$ cat src/rtl/load_store_unit.sv
// ---------------------------------------------------------------------------
// load_store_unit
//   Hart-side initiator for the byte-enabled data RAM. Accepts one load/store
//   at a time from the execute stage, drives the RAM address/width/enable/data,
//   waits out the RAM read latency, sign/zero-extends load data and returns one
//   response per request.
//
//   Optional feature macro: MISALIGN_TRAP_EN
//     defined   : misaligned half/word requests bypass the RAM and respond
//                 immediately with resp_fault=1, resp_rdata=0.
//     undefined : misaligned requests are issued as-is; resp_fault is 0.
//
// Parameters
//   XLEN          data/address width (32)
//   READ_LATENCY  clocks from RAM sampling mem_addr to mem_rdata valid (1..4)
//
// Ports
//   clock, reset_n                 clock / async active-low reset
//   req_valid/req_ready            request handshake (ready only in IDLE)
//   req_write, req_width,
//   req_unsigned, req_addr,
//   req_wdata                      request payload
//   resp_valid/resp_ready          response handshake (held until taken)
//   resp_rdata, resp_fault         response payload
//   mem_addr, mem_wwidth,
//   mem_wenable, mem_wdata         to RAM
//   mem_rdata                      from RAM (already lane-shifted)
// ---------------------------------------------------------------------------
package load_store_unit_pkg;
  typedef enum logic [1:0] {
    write_byte     = 2'd0,
    write_halfword = 2'd1,
    write_word     = 2'd2
  } write_width_t;
endpackage

module load_store_unit
  import load_store_unit_pkg::*;
#(
  parameter int unsigned XLEN         = 32,
  parameter int unsigned READ_LATENCY = 1
) (
  input  logic             clock,
  input  logic             reset_n,
  input  logic             req_valid,
  output logic             req_ready,
  input  logic             req_write,
  input  write_width_t     req_width,
  input  logic             req_unsigned,
  input  logic [XLEN-1:0]  req_addr,
  input  logic [XLEN-1:0]  req_wdata,
  output logic             resp_valid,
  input  logic             resp_ready,
  output logic [XLEN-1:0]  resp_rdata,
  output logic             resp_fault,
  output logic [XLEN-1:0]  mem_addr,
  output write_width_t     mem_wwidth,
  output logic             mem_wenable,
  output logic [XLEN-1:0]  mem_wdata,
  input  logic [XLEN-1:0]  mem_rdata
);

  typedef enum logic [1:0] {
    S_IDLE   = 2'd0,
    S_ACCESS = 2'd1,
    S_WAIT   = 2'd2,
    S_RESP   = 2'd3
  } state_t;

  localparam logic [1:0] LAT_INIT = 2'(READ_LATENCY - 1);

  state_t           r_state;
  logic             r_req_ready;
  logic             r_write;
  logic             r_unsigned;
  logic [1:0]       r_wait_cnt;
  logic [XLEN-1:0]  r_mem_addr;
  write_width_t     r_mem_wwidth;
  logic             r_mem_wenable;
  logic [XLEN-1:0]  r_mem_wdata;
  logic             r_resp_valid;
  logic [XLEN-1:0]  r_resp_rdata;
  logic [XLEN-1:0]  w_load_ext;

`ifdef MISALIGN_TRAP_EN
  logic             r_resp_fault;
  logic             w_misaligned;

  always_comb begin
    w_misaligned = ((req_width == write_halfword) && req_addr[0]) ||
                   ((req_width == write_word) && (req_addr[1:0] != 2'b00));
  end

  assign resp_fault = r_resp_fault;
`else
  assign resp_fault = 1'b0;
`endif

  // Load data arrives right-aligned; only the fill of the upper bits depends
  // on width and signedness. Word loads ignore req_unsigned.
  always_comb begin
    w_load_ext = mem_rdata;
    case (r_mem_wwidth)
      write_byte:
        w_load_ext = {{(XLEN-8){~r_unsigned & mem_rdata[7]}}, mem_rdata[7:0]};
      write_halfword:
        w_load_ext = {{(XLEN-16){~r_unsigned & mem_rdata[15]}}, mem_rdata[15:0]};
      default:
        w_load_ext = mem_rdata;
    endcase
  end

  always_ff @(posedge clock or negedge reset_n) begin
    if (!reset_n) begin
      r_state       <= S_IDLE;
      r_req_ready   <= 1'b1;
      r_write       <= 1'b0;
      r_unsigned    <= 1'b0;
      r_wait_cnt    <= '0;
      r_mem_addr    <= '0;
      r_mem_wwidth  <= write_word;
      r_mem_wenable <= 1'b0;
      r_mem_wdata   <= '0;
      r_resp_valid  <= 1'b0;
      r_resp_rdata  <= '0;
`ifdef MISALIGN_TRAP_EN
      r_resp_fault  <= 1'b0;
`endif
    end else begin
      case (r_state)
        S_IDLE: begin
          if (req_valid) begin
            r_req_ready <= 1'b0;
            r_write     <= req_write;
            r_unsigned  <= req_unsigned;
`ifdef MISALIGN_TRAP_EN
            // Misaligned requests never reach the RAM bus.
            if (w_misaligned) begin
              r_state      <= S_RESP;
              r_resp_valid <= 1'b1;
              r_resp_rdata <= '0;
              r_resp_fault <= 1'b1;
            end else
`endif
            begin
              r_state       <= S_ACCESS;
              r_mem_addr    <= req_addr;
              r_mem_wwidth  <= req_width;
              r_mem_wdata   <= req_wdata;
              r_mem_wenable <= req_write;
            end
          end
        end

        S_ACCESS: begin
          r_mem_wenable <= 1'b0;
          if (r_write) begin
            r_state      <= S_RESP;
            r_resp_valid <= 1'b1;
            r_resp_rdata <= '0;
          end else begin
            r_state    <= S_WAIT;
            r_wait_cnt <= LAT_INIT;
          end
        end

        S_WAIT: begin
          if (r_wait_cnt == 2'd0) begin
            r_state      <= S_RESP;
            r_resp_valid <= 1'b1;
            r_resp_rdata <= w_load_ext;
          end else begin
            r_wait_cnt <= r_wait_cnt - 2'd1;
          end
        end

        S_RESP: begin
          if (resp_ready) begin
            r_state      <= S_IDLE;
            r_resp_valid <= 1'b0;
            r_req_ready  <= 1'b1;
`ifdef MISALIGN_TRAP_EN
            r_resp_fault <= 1'b0;
`endif
          end
        end

        default: begin
          r_state     <= S_IDLE;
          r_req_ready <= 1'b1;
        end
      endcase
    end
  end

  assign req_ready   = r_req_ready;
  assign resp_valid  = r_resp_valid;
  assign resp_rdata  = r_resp_rdata;
  assign mem_addr    = r_mem_addr;
  assign mem_wwidth  = r_mem_wwidth;
  assign mem_wenable = r_mem_wenable;
  assign mem_wdata   = r_mem_wdata;

endmodule
$ cat config.mk
export PLATFORM = sky130hd
export DESIGN_NAME = load_store_unit
export DESIGN_NICKNAME = d
export VERILOG_FILES = /design/src/rtl/load_store_unit.sv
export SDC_FILE = /design/constraint.sdc
export NUM_CORES = 1
export LEC_CHECK = 0
export ABC_AREA = 1
export CORE_MARGIN = 2
export CORE_UTILIZATION = 38
export DETAILED_ROUTE_END_ITERATION = 8
export PLACE_DENSITY = 0.73
export SYNTH_ARGS = -nofsm -noshare
export SYNTH_HDL_FRONTEND = slang
export SYNTH_SLANG_ARGS = --single-unit
$ cat constraint.sdc
create_clock -name clock -period 1.3 [get_ports clock]
set_input_delay 0.13 -clock clock [delete_from_list [all_inputs] [get_ports clock]]
set_output_delay 0.13 -clock clock [all_outputs]
set_load 0.1 [all_outputs]
# --- Yosys cells after proc, flatten, opt, wreduce, memory -nomap -nowiden ---
# Cells that the tools add are included.
op_classes:
  addsub: 1
  eq_ne: 10
  mux: 21
  n_bitwise: 3
  n_reduce_logical: 14
ops:
  columns: ["cell", "count"]
  rows:
  - ["$pmux 32 s2", 2]
  - ["$mux 32", 2]
  - ["$ne 2x2->1 const B", 6]
  - ["$reduce_and 3->1", 4]
  - ["$mux 2", 5]
  - ["$pmux 2 s4", 1]
  - ["$mux 1", 7]
  - ["$logic_not 2->1", 3]
  - ["$reduce_bool 2->1", 3]
  - ["$eq 2x1->1 const B", 2]
  - ["$eq 2x2->1 const B", 2]
  - ["$pmux 1 s2", 2]
  - ["$pmux 2 s2", 1]
  - ["$reduce_and 2->1", 2]
  - ["$reduce_and 4->1", 1]
  - ["$pmux 1 s3", 1]
  - ["$reduce_bool 3->1", 1]
  - ["$and 1x1->1", 2]
  - ["$sub 2x1->2 const B", 1]
  - ["$not 1->1", 1]
totals:
  ff_bits: 107
  input_bits: 104
  elab_cells: 60

# --- Depth between registers and ports, before layout ---
# Gate-level depths: netlist of the first run.
logic_depth:
  ltp_word: 5
  ltp_mapped: 9

# --- Worst setup path before layout of the first run ---
# OpenSTA, ideal clock, no wires.
synth_timing:
  kind: "flip-flop to flip-flop"
  startpoint: "register r_mem_wwidth[0] (netlist: mem_wwidth[0])"
  endpoint: "register r_resp_rdata[21] (netlist: resp_rdata[21])"
  setup_time_ps: 68
  t_arrival_ps: 1661
  t_required_ps: 1232
  setup_slack_ps: -428
  path_stages_with_launch: 7
  period_less_slack_ps: 1728
  cell_sequence: "dfrtp_1 > buf_4 > nand3_2 > nand3_4 > buf_6 > nand2_1 > nand2_1"
synth_between:
  elab_chain_cells: 4
  elab_cells_between_ends: 5
synth_lines:
  columns: ["element", "line_no", "source"]
  rows:
  - ["from (decl)", "78", "write_width_t r_mem_wwidth;"]
  - ["from (signal assigned)", "121", "r_mem_wwidth <= write_word;"]
  - ["from (signal assigned)", "148", "r_mem_wwidth <= req_width;"]
  - ["$eq 2x1->1 / $logic_not 2->1 (equally long branches)", "103", "case (r_mem_wwidth)"]
  - ["$pmux 32 s2 (*)", "103", null]
  - ["$mux 32 (*)", "168", "if (r_wait_cnt == 2'd0) begin"]
  - ["$pmux 32 s2 (*)", "130", "case (r_state)"]
  - ["to (signal assigned)", "171", "r_resp_rdata <= w_load_ext;"]
  - ["to (decl)", "82", "logic [XLEN-1:0] r_resp_rdata;"]
# Every way passes the cells marked *; elsewhere a longest branch is shown, timed or not. The select of a mux whose other input is x is not followed.
# A chain may end at the register's enable or synchronous reset.

# --- Worst setup path in the final report of the first run ---
layout_timing:
  startpoint: "register r_state[0]"
  endpoint: "register r_resp_rdata[31] (netlist: resp_rdata[31])"
layout_between:
  elab_chain_cells: 3
  elab_cells_between_ends: 7
layout_lines:
  columns: ["element", "line_no", "source"]
  rows:
  - ["from (decl)", "72", "state_t r_state;"]
  - ["from (signal assigned)", "115", "r_state <= S_IDLE;"]
  - ["from (signal assigned)", "146", "r_state <= S_ACCESS;"]
  - ["from (signal assigned)", "158", "r_state <= S_RESP;"]
  - ["$eq 2x2->1 / $eq 2x1->1 (equally long branches)", "130", null]
  - ["$ne 2x2->1 (no line) / $reduce_bool 2->1 (equally long branches)", null, null]
  - ["$reduce_and 3->1 (no line)", null, null]
# Parallel ways exist; a longest one is shown, timed or not.

==> results of run 1 <==
cell usage after synthesis (all sizes together):
cell / instances / area [um^2]
nand2: 329 / 1290
dfrtp: 105 / 2630
nor2: 36 / 143
buf: 22 / 161
inv: 19 / 73.8
o21ai: 14 / 70.1
nand3: 7 / 65.1
ha: 6 / 75.1
clkbuf: 2 / 7.51
dfstp: 2 / 52.6
a21oi: 1 / 5.00
conb: 1 / 3.75
nand3b: 1 / 7.51
o22ai: 1 / 6.26
or2: 1 / 6.26
area by class of cell:
type                       count  share of cell area [%]
multi-input combinational    399                    21.0
timing repair buffer         241                    41.6
timing repair inverter         1                   0.129
clock inverter                 2                   0.400
inverter                      19                    1.23
clock buffer                  14                    2.90
tap                          147                    2.10
sequential                   107                    30.7
how the worst max path moves through the flow:
stage | to | depth (start not counted)
floorplan | resp_rdata[21]$_DFFE_PN0P_ | 7
global placement | mem_wdata[21]$_DFFE_PN0P_ | 5
detailed placement | mem_addr[10]$_DFFE_PN0P_ | 6
CTS | resp_rdata[7]$_DFFE_PN0P_ | 7
global route | req_ready$_DFFE_PN1P_ | 9
finish | resp_rdata[31]$_DFFE_PN0P_ | 8
critical path, stage by stage, from the launching register on:
cell,delay (ns)
dfrtp_2,0.44
inv_4,0.09
ha_4,0.17
inv_4,0.04
nand2_4,0.07
nand3_4,0.14
clkbuf_16,0.21
nand2_1,0.07
nand2_1,0.06
what timing repair did:
item | in CTS | in global routing
endpoints found under the setup margin | 90 | 89
pin swaps | 2 | 6
gates resized for setup | 21 | 40
hold endpoints to repair | 20 | 0
hold buffers | 1 | 0
cloned | 1 | 13
setup buffers | 3 | 5
flip-flops by register name, summed over array words and instances, names as in the netlist:
| name | flops |
|---|---|
| mem_wdata | 32 |
| resp_valid | 1 |
| r_write | 1 |
| mem_wwidth | 2 |
| mem_addr | 32 |
| r_unsigned | 1 |
| resp_rdata | 32 |
| r_wait_cnt | 2 |
| req_ready | 1 |
| mem_wenable | 1 |
| r_state | 2 |
metrics by stage:
| step | instances | setup TNS [ns] | util (%) | instance area (um^2) |
|---|---|---|---|---|
| after global placement | 891 | -5.97 | 66.6 | 7940 |
| after detailed placement | 891 | -10.41 | 66.6 | 7940 |
| after CTS | 912 | -2.00 | 70.1 | 8350 |
| final | 930 | -8.25 | 73.5 | 8760 |
| after floorplan | 547 | -3.93 | - | 4640 |
| after global routing | 930 | -15.01 | 73.5 | 8760 |
logic make-up (layout without fill, tap and decap cells):
group | Yosys count | after routing | share of synthesized area, %
simple gates | 374 | 376 | 33.0
fa+ha+maj | 6 | 6 | 1.63
compound gates | 16 | 16 | 1.77
buf+inv | 43 | 277 | 5.28
flops | 107 | 107 | 58.3
other cells | 1 | 1 | 0.0816
routing by layer:
layer / GRT usage, % / vias up / routed length, um / share of wire (%)
met3: 7.28 / 28 / 1300 / 8.5
met1: 24.8 / 2135 / 6010 / 39
met5: 0 / - / 0 / 0
li1: - / 2111 / - / -
met4: 9.02 / 0 / 456 / 3.0
met2: 36.3 / 199 / 7520 / 49
==> flow_metrics.env, run 1 <==
export IMPL_cp_required_ns=1.53
export IMPL_worstHoldPathType="in2async"
export IMPL_ys_seq_area_share_pct=58.3
export IMPL_pre_cts_slack_ns=-0.178
export IMPL_nFillCells=792
export IMPL_reg2regPathDepth=8
export IMPL_dp_hpwl_um=10100
export IMPL_clock_sinks=107
export IMPL_ant_nets=0
export IMPL_final_common_cell="nand2_1"
export IMPL_die_w_um=114
export IMPL_max_freq_mhz=707
export IMPL_syn_num_nets=657
export IMPL_cts_tree="built"
export IMPL_rsz0062_at_grt="yes"
export IMPL_violations="negative setup slack"
export IMPL_ys_ff_latch=107
export IMPL_grt_max_degree=52
export IMPL_first_global_vias=4546
export IMPL_yosysWarnings=0
export IMPL_grt_pass1_wl_um=21800
export IMPL_dr_pass1_iters=4
export IMPL_final_cell_mix="nand2_1 (294), buf_12 (110), dfrtp_1 (103)"
export IMPL_dieArea_um2=13000
export IMPL_synthCells=547
export IMPL_antenna_found_initial=0
export IMPL_numCtsBuffers=9
export IMPL_fp_row_count=40
export IMPL_grt_total_usage_pct=21.4
export IMPL_arrival_ns=1.64
export IMPL_place_gp_congestion=0.784
export IMPL_cts_root_buffer="clkbuf_16"
export IMPL_drv_slew=0
export IMPL_finalSetupViolations=108
export IMPL_antennaDiodeCount=0
export IMPL_start_kind="flip-flop"
export IMPL_status="finished with violations"
export IMPL_cp_max_fo=8
export IMPL_h_tree_depth=3
export IMPL_rrSetupSlack_ns=-0.12
export IMPL_regToRegEndpoint="resp_rdata[31]$_DFFE_PN0P_"
export IMPL_avgRoutedWirePerCell_um=16.4
export IMPL_drcViolationCount=0
export IMPL_areaGrowthSynthToFinish_pct=90.5
export IMPL_multi_input_area_um2=1840
export IMPL_drive_gt1_share_pct=27.5
export IMPL_critPathLaunch="r_state[0]$_DFFE_PN0P_"
export IMPL_fin_skew_ns=0.00595
export IMPL_ios=206
export IMPL_nets=888
export IMPL_fp_dieH_um=114
export IMPL_drt_iter0_drc=252
export IMPL_clkLatencyLatePin_ns=0.34
export IMPL_port_buffer_count=204
export IMPL_endpoint_kind="flip-flop"
export IMPL_hold_viol=0
export IMPL_holdWs_ns=0.262
export IMPL_path_class="reg2reg"
export IMPL_syn_avg_cell_area_um2=8.41
export IMPL_maxCapViolations=0
export IMPL_yosysUniqueCellTypes=25
export IMPL_initial_core_util_pct=38.6
export IMPL_vias_per_cell=4.81
export IMPL_timing_final_ws_setup_ns=-0.115
export IMPL_r2r_start="r_state[0]$_DFFE_PN0P_"
export IMPL_min_period_ns=1.42
export IMPL_drt_total_wl_um=15300
export IMPL_grt_overflow_total=0
export IMPL_coreArea_um2=11900
export IMPL_fin_crit_sh_pct=109
export IMPL_cts_buffer_depth=2
export IMPL_clk_pin_slew_ns=0.07
export IMPL_netlist_area_um2=4600
export IMPL_vias=4473
export IMPL_regArea_um2=2690
Power of run 1 is not shown: default switching activity piles up to over one toggle a cycle in this logic, so the estimate is an artifact.
==> run 2, diff against run 1 <==
- CORE_UTILIZATION: 38 -> 39
- CTS_BUF_LIST: not set -> sky130_fd_sc_hd__clkbuf_2
- PLACE_DENSITY: 0.73 -> 0.75
- SLEW_MARGIN: not set -> 10
- TNS_END_PERCENT: not set -> 100
==> run 2 against run 1 <==
Fmax shrank 17%. First-iteration DRC count up 68%. The flow finishes with violations (negative hold slack, negative setup slack). Critical path depth grew 3.
==> flow_metrics.env, run 2 (same netlist as run 1, synthesis figures left out) <==
export IMPL_status="finished with violations"
export IMPL_violations="negative hold slack, negative setup slack"
export IMPL_port_buffer_count=204
export IMPL_fp_dieH_um=113
export IMPL_drive_gt1_share_pct=54.0
export IMPL_drt_total_wl_um=25400
export IMPL_nets=1026
export IMPL_cp_max_fo=3
export IMPL_cts_tree="built"
export IMPL_critPathLaunch="r_state[1]$_DFFE_PN0P_"
export IMPL_fp_row_count=39
export IMPL_clock_sinks=107
export IMPL_cts_root_buffer="clkbuf_2"
export IMPL_cp_cell_sequence="buf_4, buf_4, ha_4, nand2_4, buf_4, buf_6, nand2_2, inv_2, nand2_1, nand2_1, nand2_1"
export IMPL_grt_max_degree=53
export IMPL_timing_final_ws_setup_ns=-0.398
export IMPL_maxCapViolations=0
export IMPL_finalSetupViolations=208
export IMPL_fin_setup_tns_ns=-46.76
export IMPL_slew_headroom_pct=57.1
export IMPL_drv_slew=0
export IMPL_h_tree_depth=3
export IMPL_hold_viol=4
export IMPL_antenna_found_initial=1
export IMPL_critPathMaxStageDelay_ns=0.49
export IMPL_ant_nets=0
export IMPL_final_common_cell="nand2_1"
export IMPL_arrival_ns=2.24
export IMPL_cts_buffer_depth=2
export IMPL_tightest_slew_ns=0.641
export IMPL_vias_per_cell=5.40
export IMPL_holdWs_ns=-0.0322
export IMPL_cp_required_ns=1.84
export IMPL_dr_pass1_iters=5
export IMPL_coreArea_um2=11500
export IMPL_endpoint_kind="flip-flop"
export IMPL_path_class="reg2reg"
export IMPL_slowest_stage="dfrtp_1"
export IMPL_place_gp_congestion=0.802
export IMPL_min_period_ns=1.70
export IMPL_r2r_start="r_state[1]$_DFFE_PN0P_"
export IMPL_fin_crit_sh_pct=131
export IMPL_clkLatencyLatePin_ns=0.65
export IMPL_max_freq_mhz=589
export IMPL_ios=206
export IMPL_worstHoldPathType="in2reg"
export IMPL_drt_iter0_drc=424
export IMPL_die_w_um=113
export IMPL_dp_hpwl_um=10000
export IMPL_grt_pass1_wl_um=30400
export IMPL_clk_pin_slew_ns=0.35
export IMPL_final_util_pct=92.2
export IMPL_initial_core_util_pct=40.1
export IMPL_rsz0062_at_grt="yes"
export IMPL_fin_skew_ns=0.0580
export IMPL_numCtsBuffers=9
export IMPL_final_cell_mix="nand2_1 (154), nand2_2 (135), buf_12 (117)"
export IMPL_vias=5751
export IMPL_avgRoutedWirePerCell_um=23.8
export IMPL_grt_total_usage_pct=31.2
export IMPL_first_global_vias=5704
export IMPL_final_area_um2=10600
export IMPL_start_kind="flip-flop"
export IMPL_rrSetupSlack_ns=-0.40
export IMPL_hp_start="req_addr[17]"
export IMPL_drcViolationCount=0
export IMPL_dieArea_um2=12700
export IMPL_areaGrowthSynthToFinish_pct=130
export IMPL_grt_overflow_total=0
export IMPL_place_area_um2=7850
[run 2: cell count changes in the layout (fill, tap and decap cells not counted), moves of 7 or more]
cell           change
buf_12             +7
buf_16            +17
buf_4             +98
buf_6             +10
clkbuf_16         -16
clkbuf_2           +9
dfrtp_1            -8
dfrtp_2            +8
dlygate4sd3_1     +13
nand2_1          -140
nand2_2          +106
nand2_4           +33
[run 2: worst paths after layout]
check / end / depth (start not counted)
worst max-delay path: resp_valid$_DFFE_PN0P_ / 11
worst min-delay path: mem_addr[17]$_DFFE_PN0P_ / 3
worst max register to register: resp_valid$_DFFE_PN0P_ / 11
worst min register to register: req_ready$_DFFE_PN1P_ / 2
max in group asynchronous: mem_wwidth[1]$_DFFE_PN1P_ / 4
min in group asynchronous: resp_rdata[6]$_DFFE_PN0P_ / 3
[run 2: layout make-up]
cell class                 instances  area [um^2]
timing repair buffer             380         5070
sequential                       107         2700
multi-input combinational        399         2400
fill                             353          900
tap                              143          179
inverter                          19          104
clock inverter                     7         66.3
clock buffer                       9         45.0
antenna                            1         2.50
[run 2: stage by stage]
step                      cells  setup WS, ns
final                      1065        -0.398
after global routing       1064        -0.407
after CTS                  1018        -0.292
after detailed placement    884        -0.169
after global placement      884       -0.0728
after floorplan             547        -0.246
[run 2: routing by layer]
layer,vias to the layer above,GRT usage [%],part of all wire [%]
met3,128,8.48,8.8
met1,2820,33.4,33
met2,405,57.0,51
li1,2398,-,-
met5,-,0,0
met4,0,14.4,7.0
[run 2: worst max-delay path, delay by kind of cell, from the launching register on]
kind | cells | cell delay [ns]
AND/OR/NAND/NOR | 5 | 0.35
adder cells (fa/ha/maj) | 1 | 0.18
buffers and inverters | 5 | 0.57
flip-flops | 1 | 0.49
[run 2: repair_timing]
item / CTS / global route
gates resized for setup: 178 / 128
cloned: 22 / 2
hold buffers: 7 / 7
pin swaps: 79 / 29
setup buffers: 89 / 44
endpoints found under the hold margin: 112 / 9
setup endpoints to repair: 207 / 208
Power of run 2 is left out for the same reason.
==> run 3, diff against run 2 <==
- CORE_UTILIZATION: 39 -> 55
- DONT_BUFFER_PORTS: not set -> 1
- PLACE_DENSITY: 0.75 -> 0.69
==> run 3 against run 2 <==
The flow now stops in 4_1_cts. Synthesized cell count unchanged. Area after synthesis is the same.
==> flow_metrics.env, run 3 <==
export IMPL_ys_ff_latch=107
export IMPL_dp_hpwl_um=7700
export IMPL_synth_top_area_cell="dfrtp_1"
export IMPL_fp_dieH_um=95.4
export IMPL_syn_num_nets=657
export IMPL_netlist_area_um2=4600
export IMPL_cts_root_buffer="clkbuf_2"
export IMPL_fp_row_count=33
export IMPL_status="did not finish"
export IMPL_tool_error="[ERROR DPL-0038] Utilization greater than 100%, impossible to legalize"
export IMPL_die_w_um=95.4
export IMPL_haltStage="4_1_cts"
export IMPL_initial_core_util_pct=56.2
export IMPL_synthCells=547
export IMPL_ios=206
export IMPL_netlist_top_cells_area="dfrtp_1 (57%), nand2_1 (26%), nor2_1 (2.9%), buf_6 (1.7%), ha_1 (1.6%)"
export IMPL_synth_edf_count=0
export IMPL_ys_seq_area_share_pct=58.3
export IMPL_numCtsBuffers=9
export IMPL_postSynth_asyncResetShare_pct=100
export IMPL_port_buffer_count=0
export IMPL_yosys_top_cells_count="nand2_1 (315), dfrtp_1 (105), nor2_1 (35)"
export IMPL_cts_resized=360
export IMPL_place_gp_congestion=0.812
export IMPL_synth_most_common_cell="nand2_1"
export IMPL_h_tree_depth=3
export IMPL_post_cts_buffers=47
export IMPL_postCtsHoldBufs=102
export IMPL_synth_top_cell_area_share_pct=57.1
export IMPL_yosysWarnings=0
export IMPL_synth_flop_cell="dfrtp_1"
export IMPL_clock_sinks=107
export IMPL_yosysUniqueCellTypes=25
export IMPL_cts_buffer_depth=2
export IMPL_syn_avg_cell_area_um2=8.41
[run 3: through the flow]
stage	setup slack, ns	cell area [um^2]	instances	TNS (ns)	hold WS [ns]
after detailed placement	-0.114	5510	742	-4.28	-0.162
after floorplan	-0.246	4640	547	-3.93	-0.166
after global placement	-0.0467	5510	742	-1.21	-0.163
[run 3: logic make-up after synthesis]
kind of cell	share of synthesized area, %
flip-flops	58.3
AND/OR/NAND/NOR	33.0
adder cells (fa/ha/maj)	1.63
other	0.0816
buffers and inverters	5.28
AO/OA/AOI/OAI	1.77
==> run 4, diff against run 3 <==
- CORE_UTILIZATION: 55 -> 40
- CTS_BUF_LIST: sky130_fd_sc_hd__clkbuf_2 -> not set
- PLACE_DENSITY: 0.69 -> not set
- PLACE_DENSITY_LB_ADDON: not set -> 0.15
- clock period: 1.3 -> 1.7 ns (I/O delays scaled with it)
==> run 4 against run 3 <==
The flow now finishes, with violations (negative hold slack).
==> flow_metrics.env, run 4 (same netlist as run 1, synthesis figures left out) <==
export IMPL_status="finished with violations"
export IMPL_violations="negative hold slack"
export IMPL_nFillCells=992
export IMPL_maxCapViolations=0
export IMPL_ant_nets=0
export IMPL_vias=4018
export IMPL_arrival_ns=1.80
export IMPL_drive_gt1_share_pct=20.6
export IMPL_numCtsBuffers=9
export IMPL_clkLatencyLatePin_ns=0.34
export IMPL_dieArea_um2=12400
export IMPL_clock_sinks=107
export IMPL_final_area_um2=6550
export IMPL_initial_core_util_pct=40.6
export IMPL_place_gp_congestion=0.807
export IMPL_coreArea_um2=11300
export IMPL_fp_row_count=39
export IMPL_nets=825
export IMPL_fp_dieH_um=111
export IMPL_holdWs_ns=-0.480
export IMPL_rrSetupSlack_ns=0.12
export IMPL_finalSetupViolations=0
export IMPL_min_period_ns=1.58
export IMPL_drt_total_wl_um=12000
export IMPL_port_buffer_count=0
export IMPL_reg2regPathDepth=8
export IMPL_worstHoldPathType="in2async"
export IMPL_postCtsHoldBufs=75
export IMPL_ios=206
export IMPL_rsz0062_at_grt="no"
export IMPL_path_class="reg2reg"
export IMPL_placed_cells=772
export IMPL_drcViolationCount=0
export IMPL_regToRegEndpoint="resp_rdata[7]$_DFFE_PN0P_"
export IMPL_endpoint_kind="flip-flop"
export IMPL_grt_overflow_total=0
export IMPL_r2r_start="r_state[1]$_DFFE_PN0P_"
export IMPL_place_area_um2=5450
export IMPL_fin_setup_tns_ns=0
export IMPL_cp_required_ns=1.92
export IMPL_antennaDiodeCount=0
export IMPL_hold_viol=107
export IMPL_drv_slew=0
export IMPL_cp_max_fo=32
export IMPL_dr_pass1_iters=4
export IMPL_avgRoutedWirePerCell_um=13.9
export IMPL_first_global_vias=4131
export IMPL_die_w_um=111
export IMPL_start_kind="flip-flop"
export IMPL_grt_max_degree=108
export IMPL_drt_iter0_drc=209
export IMPL_final_common_cell="nand2_1"
export IMPL_antenna_found_initial=0
export IMPL_fin_skew_ns=0.00724
export IMPL_clk_pin_slew_ns=0.07
export IMPL_h_tree_depth=3
export IMPL_fin_crit_sh_pct=93.1
export IMPL_final_cell_mix="nand2_1 (314), dfrtp_1 (104), buf_4 (102)"
export IMPL_grt_total_usage_pct=20.1
export IMPL_areaGrowthSynthToFinish_pct=42.4
export IMPL_cts_tree="built"
export IMPL_vias_per_cell=4.66
export IMPL_cts_buffer_depth=2
export IMPL_regArea_um2=2690
export IMPL_max_freq_mhz=632
export IMPL_cts_root_buffer="clkbuf_16"
export IMPL_multi_input_area_um2=1680
export IMPL_dp_hpwl_um=7680
export IMPL_grt_pass1_wl_um=20300
export IMPL_post_layout_nonfiller_instances=863
-- run 4: timing repair --
item | 4_1_cts | 5_1_grt
setup buffers | 0 | 0
resized for setup | 0 | 2
endpoints found under the setup margin | 0 | 56
endpoints found under the hold margin | 183 | 107
-- run 4: cell type report --
class	count	share of cell area, %
clock buffer	10	3.50
clock inverter	6	1.74
inverter	19	1.13
multi-input combinational	397	25.6
sequential	107	41.0
tap	143	2.73
timing repair buffer	181	24.3
-- run 4: per-stage QoR --
step / setup slack [ns] / hold slack (ns) / util (%)
floorplan: 0.0999 / -0.126 / -
global placement: 0.143 / -0.123 / 48.1
detailed placement: 0.0496 / -0.123 / 48.1
CTS: 0.0374 / -0.494 / 57.8
global route: 0.00472 / -0.503 / 57.8
finish: 0.118 / -0.480 / 57.8
-- run 4: worst max path at each step --
stage / depth (start not counted) / to / startpoint
3_3_place_gp: 6 / mem_wdata[15]$_DFFE_PN0P_ / r_state[0]$_DFFE_PN0P_
3_5_place_dp: 6 / mem_wdata[30]$_DFFE_PN0P_ / r_state[0]$_DFFE_PN0P_
5_1_grt: 6 / mem_addr[26]$_DFFE_PN0P_ / r_state[0]$_DFFE_PN0P_
4_1_cts: 6 / mem_wdata[30]$_DFFE_PN0P_ / r_state[0]$_DFFE_PN0P_
6_report: 8 / resp_rdata[7]$_DFFE_PN0P_ / r_state[1]$_DFFE_PN0P_
2_1_floorplan: 7 / resp_rdata[21]$_DFFE_PN0P_ / mem_wwidth[1]$_DFFE_PN1P_
-- run 4: per-layer routing --
| metal | share of wire, % | GRT usage (%) | vias to the layer above |
|---|---|---|---|
| met3 | 8.4 | 5.80 | 29 |
| li1 | - | - | 1973 |
| met1 | 43 | 25.4 | 1836 |
| met4 | 2.9 | 8.64 | 0 |
| met5 | 0 | 0 | - |
| met2 | 46 | 32.4 | 180 |
-- run 4: critical path, cell delays in order (launching register included) --
cell     delay [ns]
dfrtp_1        0.43
inv_1          0.12
ha_1           0.33
inv_2          0.08
nand2_2        0.10
nand3_4        0.08
buf_12         0.18
nand2_1        0.07
o21ai_0        0.07
Power of run 4 is left out for the same reason.
